--- src/rtl/cp_micropipeline.sv ---
// cp_micropipeline: clocked model of a 2-phase bundled-data micropipeline.
// A chain of DEPTH capture/pass stages, each governed by a C-element phase
// bit, with occupancy reporting, optional input synchronisers and a sticky
// producer protocol-violation flag.
module cp_micropipeline #(
  parameter int DATA_WIDTH  = 3,
  parameter int DEPTH       = 4,
  parameter int SYNC_STAGES = 0,
  localparam int CNT_W      = $clog2(DEPTH + 1)
) (
  input  logic                  clk,
  input  logic                  rst_n,
  input  logic                  in_req,
  input  logic [DATA_WIDTH-1:0] in_data,
  output logic                  in_ack,
  output logic                  out_req,
  output logic [DATA_WIDTH-1:0] out_data,
  input  logic                  out_ack,
  output logic [CNT_W-1:0]      count,
  output logic                  full,
  output logic                  empty,
  output logic                  proto_err
);

  logic                  rq;
  logic                  ak;
  logic                  rq_prev;
  logic [DEPTH-1:0]      c;
  logic [DEPTH-1:0]      up;
  logic [DEPTH-1:0]      dn;
  logic [DEPTH-1:0]      fire;
  logic [DEPTH-1:0]      full_v;
  logic [DATA_WIDTH-1:0] d [DEPTH];
  logic [CNT_W-1:0]      count_v;
  logic                  viol;

  // ---- input synchronisers ----
  if (SYNC_STAGES == 0) begin : g_nosync
    assign rq = in_req;
    assign ak = out_ack;
  end else begin : g_sync
    logic [SYNC_STAGES-1:0] rq_sync_p0;
    logic [SYNC_STAGES-1:0] ak_sync_p0;

    // Shift the raw handshake inputs through a reset-to-zero flop chain.
    always_ff @(posedge clk) begin
      if (!rst_n) begin
        rq_sync_p0 <= '0;
        ak_sync_p0 <= '0;
      end else begin
        rq_sync_p0[0] <= in_req;
        ak_sync_p0[0] <= out_ack;
        for (int k = 1; k < SYNC_STAGES; k++) begin
          rq_sync_p0[k] <= rq_sync_p0[k-1];
          ak_sync_p0[k] <= ak_sync_p0[k-1];
        end
      end
    end

    assign rq = rq_sync_p0[SYNC_STAGES-1];
    assign ak = ak_sync_p0[SYNC_STAGES-1];
  end

  // ---- C-element stage evaluation ----
  // Neighbour phases: stage 0 listens to the producer, the last stage to the
  // consumer. A stage fires when upstream offers a new phase and downstream
  // has already taken the previous one, so neighbours never fire together.
  assign up     = {c[DEPTH-2:0], rq};
  assign dn     = {ak, c[DEPTH-1:1]};
  assign fire   = (up ^ c) & ~(dn ^ c);
  assign full_v = c ^ dn;

  // Phase bits follow their upstream neighbour whenever the stage fires.
  always_ff @(posedge clk) begin
    if (!rst_n) begin
      c <= '0;
    end else begin
      c <= (c & ~fire) | (up & fire);
    end
  end

  // Data latches capture from upstream on the same fire condition.
  always_ff @(posedge clk) begin
    if (!rst_n) begin
      for (int i = 0; i < DEPTH; i++) d[i] <= '0;
    end else begin
      if (fire[0]) d[0] <= in_data;
      for (int i = 1; i < DEPTH; i++) begin
        if (fire[i]) d[i] <= d[i-1];
      end
    end
  end

  // ---- protocol check ----
  // A new producer toggle while the previous one is still unacknowledged.
  assign viol = (rq != rq_prev) && (rq_prev != c[0]);

  // Track the previous request phase and latch any violation until reset.
  always_ff @(posedge clk) begin
    if (!rst_n) begin
      rq_prev   <= 1'b0;
      proto_err <= 1'b0;
    end else begin
      rq_prev <= rq;
      if (viol) proto_err <= 1'b1;
    end
  end

  // ---- occupancy ----
  // Population count of stages holding a token not yet taken downstream.
  always_comb begin
    count_v = '0;
    for (int i = 0; i < DEPTH; i++) begin
      count_v = count_v + CNT_W'(full_v[i]);
    end
  end

  assign count    = count_v;
  assign full     = (count_v == CNT_W'(DEPTH));
  assign empty    = (count_v == '0);
  assign in_ack   = c[0];
  assign out_req  = c[DEPTH-1];
  assign out_data = d[DEPTH-1];

endmodule

--- config.mk ---
export PLATFORM = sky130hd
export DESIGN_NAME = cp_micropipeline
export DESIGN_NICKNAME = d
export VERILOG_FILES = /design/src/rtl/cp_micropipeline.sv
export SDC_FILE = /design/constraint.sdc
export NUM_CORES = 1
export LEC_CHECK = 0
export CAP_MARGIN = 20
export CORE_MARGIN = 1.5
export CORE_UTILIZATION = 40
export CTS_BUF_LIST = sky130_fd_sc_hd__clkbuf_8
export CTS_CLUSTER_SIZE = 28
export DETAILED_ROUTE_END_ITERATION = 7
export SYNTH_ARGS = -nofsm -noshare
export SYNTH_HDL_FRONTEND = slang
export SYNTH_SLANG_ARGS = --single-unit
export TNS_END_PERCENT = 5
--- constraint.sdc ---
create_clock -name clk -period 2.8 [get_ports clk]
set_clock_uncertainty 0.15 [all_clocks]
set_input_delay 0.56 -clock clk [delete_from_list [all_inputs] [get_ports clk]]
set_output_delay 0.56 -clock clk [all_outputs]
set_load 0.05 [all_outputs]
==> results.py <==
metrics = {
    "yosys": {
        "post_synth_mux_area_share_pct": 0,
        "avgSynthCellArea_sq_um": 11.59,
        "mappedNetlistArea_sq_um": 892.1,
        "asyncSetResetFlopFracSynth_pct": 0,
        "synth_ff_type": "sky130_fd_sc_hd__edfxtp_1",
        "synth_fa_ha_area_share_pct": 7.574,
        "synth_top_family_by_area": "simple AND/OR/NAND/NOR gates",
        "yosys_warnings": 0,
        "fraction_of_the_mapped_netlist_area_in_compound_gates_pct": 7.293,
        "syn_nets": 88,
        "synth_seq_area_share_pct": 53.86,
        "yosys.cell_types.count": 28,
        "synth_edf_count": 12,
        "synth-simple-area-share_pct": 21.32,
        "syn-instance-count": 77,
        "synth_xor_area_share_pct": 3.927,
        "synth_seq_cells": 18,
    },
    "clocking": {
        "clockRootBuffer": "sky130_fd_sc_hd__clkbuf_8",
        "cts_bufs_inserted": 3,
        "tritoncts": "built",
        "cts.sink_count": 18,
        "ctsLongestPathBuffers": 2,
        "clock_tree.htree_level_count": 1,
        "clock_slew_seen_by_the_registers_of_the_worst_setup_and_hold_paths_ns": 0.06,
        "clock_latency_ns": 0.25,
    },
    "placement": {
        "gpl.final_weighted_congestion": 0.6623,
        "placedCellCount": 125,
        "portBuffers": 17,
        "dp_hpwl_um": 1176,
    },
    "cells_and_area": {
        "final_net_count": 116,
        "syn_to_final_growth_pct": 47.83,
        "mostFrequentLayoutCells": "sky130_fd_sc_hd__edfxtp_1, sky130_fd_sc_hd__clkdlybuf4s50_1, sky130_fd_sc_hd__buf_4, sky130_fd_sc_hd__and2_1, sky130_fd_sc_hd__and3_1",
        "layout_cell_share_with_drive_strength_beyond_1_pct": 33.65,
        "final_common_cell": "sky130_fd_sc_hd__edfxtp_1",
        "final_util_pct": 65.22,
        "fin_cells": 131,
        "antenna-diode-count": 0,
    },
    "critical_path": {
        "cp-end-kind": "primary output",
        "setup.worst_path.start_class": "register",
        "worstPathArrival_ns": 2.12,
        "setup.worst_path.class": "register to primary output",
        "ff2ff_path_depth": 5,
        "worstPathRequired_ns": 2.09,
        "maximum_fanout_count_along_the_critical_path": 3,
    },
    "die": {
        "rows": 16,
        "die_outline_area_sq_um": 2523,
        "die_width_um": 50.23,
        "chipHeight_um": 50.23,
        "io_pins": 18,
        "initial_core_util_pct": 44.12,
        "floorplan.core_area_sq_um": 2022,
    },
    "global_routing": {
        "grt_start_max_net_pins": 12,
        "antenna_found_initial": 0,
        "vias_in_the_first_global_route": 670,
        "grt.overflow.total": 0,
        "track_usage_pct": 14.67,
        "grt_first_pass_wirelength_um": 2815,
    },
    "pwr": {
        "power_density_nw_per_um2": 835.8,
        "switching_share_pct": 36.68,
        "part_of_the_power_in_combinational_logic_pct": 53.2,
        "netSwitchingPower_uw": 404.3,
        "worst_ir_drop_vdd_mv": 0.4841,
        "proportion_of_power_drawn_by_the_clock_network_pct": 16.1,
        "p_int_uw": 697.9,
        "p_leak_nw": 0.5365,
        "p_seq_share_pct": 30.6,
    },
    "outcome": {
        "run_status": "finished with violations",
        "failed_checks": "setup timing",
    },
    "sta": {
        "setup_violations": 1,
        "report.final.slew_viol_count": 0,
        "final_period_minus_worst_setup_slack_ns": 2.833,
        "worst_pin_slew_ns": 0.4932,
        "timing.max_slew.rel_slack_pct": 67.02,
        "period_share_pct": 101.2,
        "hold_violations": 0,
        "grt_setup_unrepaired": "yes",
        "post_route_worst_setup_slack_ns": -0.03277,
        "maxClockFrequency_mhz": 353.0,
    },
    "detailed_routing": {
        "route.final.wire_length_um": 1586,
        "drc": 0,
        "first_pass_iters": 4,
        "via_count": 640,
        "detailedRoute.firstIterationViolations": 9,
        "ant_nets": 0,
        "post_drt_via_cell_ratio": 4.885,
        "detail_route.wl_per_cell_um": 12.11,
    },
    "worst_hold_path": {
        "hp-class": "register to register",
        "holdPathStages": 1,
    },
    "flow_run": {
        "max_cap_violations": 0,
    },
}
[path summary, 6_finish.rpt]
path         startpoint         to  slack, ns
min reg2reg   proto_err  proto_err       0.35
max reg2reg    register    d[1][1]       1.20
max            register       full      -0.03
min           proto_err  proto_err       0.35
[metrics by stage]
stage	total power [mW]	hold WS, ns	setup TNS, ns	worst slack [ns]	cell area (sq um)
6_report	1.102	0.3451	-0.03277	-0.03277	1319
5_1_grt	1.164	0.3769	-0.2189	-0.1227	1319
4_1_cts	1.098	0.3599	-0.1416	-0.1090	1290
3_5_place_dp	0.9193	0.3401	-1.703	-0.4135	1227
3_3_place_gp	0.9049	0.3221	-1.622	-0.3994	1227
2_1_floorplan	0.6834	0.3467	-0.1549	-0.08733	950.9
[final cells by class]
| class | instances | area [sq um] |
|---|---|---|
| fillers | 148 | 703.2 |
| flip-flops and latches | 18 | 491.7 |
| multi-input cells | 50 | 429.2 |
| repair buffers | 28 | 304.0 |
| clock buffers | 3 | 41.29 |
| well taps | 27 | 33.78 |
| inverters | 4 | 15.01 |
| clock inverters | 1 | 3.754 |
[cell families (layout without fill, tap and decap cells)]
| logic type | Yosys count | in the layout |
|---|---|---|
| simple gates | 31 | 31 |
| flops | 18 | 18 |
| compound gates | 10 | 10 |
| buf+inv | 9 | 36 |
| fa+ha+maj | 5 | 5 |
| xor+xnor | 4 | 4 |
[layer usage]
| metal | track usage [%] | routed length (um) | vias up | share of wire [%] |
|---|---|---|---|---|
| met1 | 16.99 | 668 | 308 | 42 |
| met3 | 3.571 | 51 | 0 | 3.2 |
| li1 | - | - | 317 | - |
| met4 | 2.778 | 0 | 0 | 0 |
| met2 | 27.19 | 867 | 15 | 55 |
| met5 | 0 | 0 | - | 0 |
[Yosys cell counts (3+ instances only)]
cell	count	share of area, %
sky130_fd_sc_hd__ha_1	3	4.2
sky130_fd_sc_hd__edfxtp_1	12	40
sky130_fd_sc_hd__inv_1	4	1.7
sky130_fd_sc_hd__and3_1	6	4.2
sky130_fd_sc_hd__nand2_1	4	1.7
sky130_fd_sc_hd__xor2_1	4	3.9
sky130_fd_sc_hd__and2_1	7	4.9
sky130_fd_sc_hd__dfxtp_1	6	13
sky130_fd_sc_hd__a21oi_1	3	1.7
[power groups by stage]
stage / Clock (mW) / Sequential [mW] / Combinational, mW
floorplan: 0 / 0.358 / 0.325
global placement: 0 / 0.340 / 0.565
detailed placement: 0 / 0.342 / 0.578
CTS: 0.182 / 0.338 / 0.578
global route: 0.201 / 0.341 / 0.623
finish: 0.178 / 0.338 / 0.587
[worst max-delay path, stage by stage, from the launching register on]
cell	delay (ns)
sky130_fd_sc_hd__dfxtp_4	0.36
sky130_fd_sc_hd__xor2_4	0.19
sky130_fd_sc_hd__fa_1	0.55
sky130_fd_sc_hd__ha_2	0.19
sky130_fd_sc_hd__ha_4	0.22
sky130_fd_sc_hd__nor3b_4	0.21
sky130_fd_sc_hd__buf_12	0.16
[repair_timing]
action                     4_1_cts  5_1_grt
setup endpoints to repair        5        4
hold buffers                     0        0
resized for setup                9        2
pin swaps                        5        5
buffers inserted                 0        2
Power figures use the tool's default switching activity.
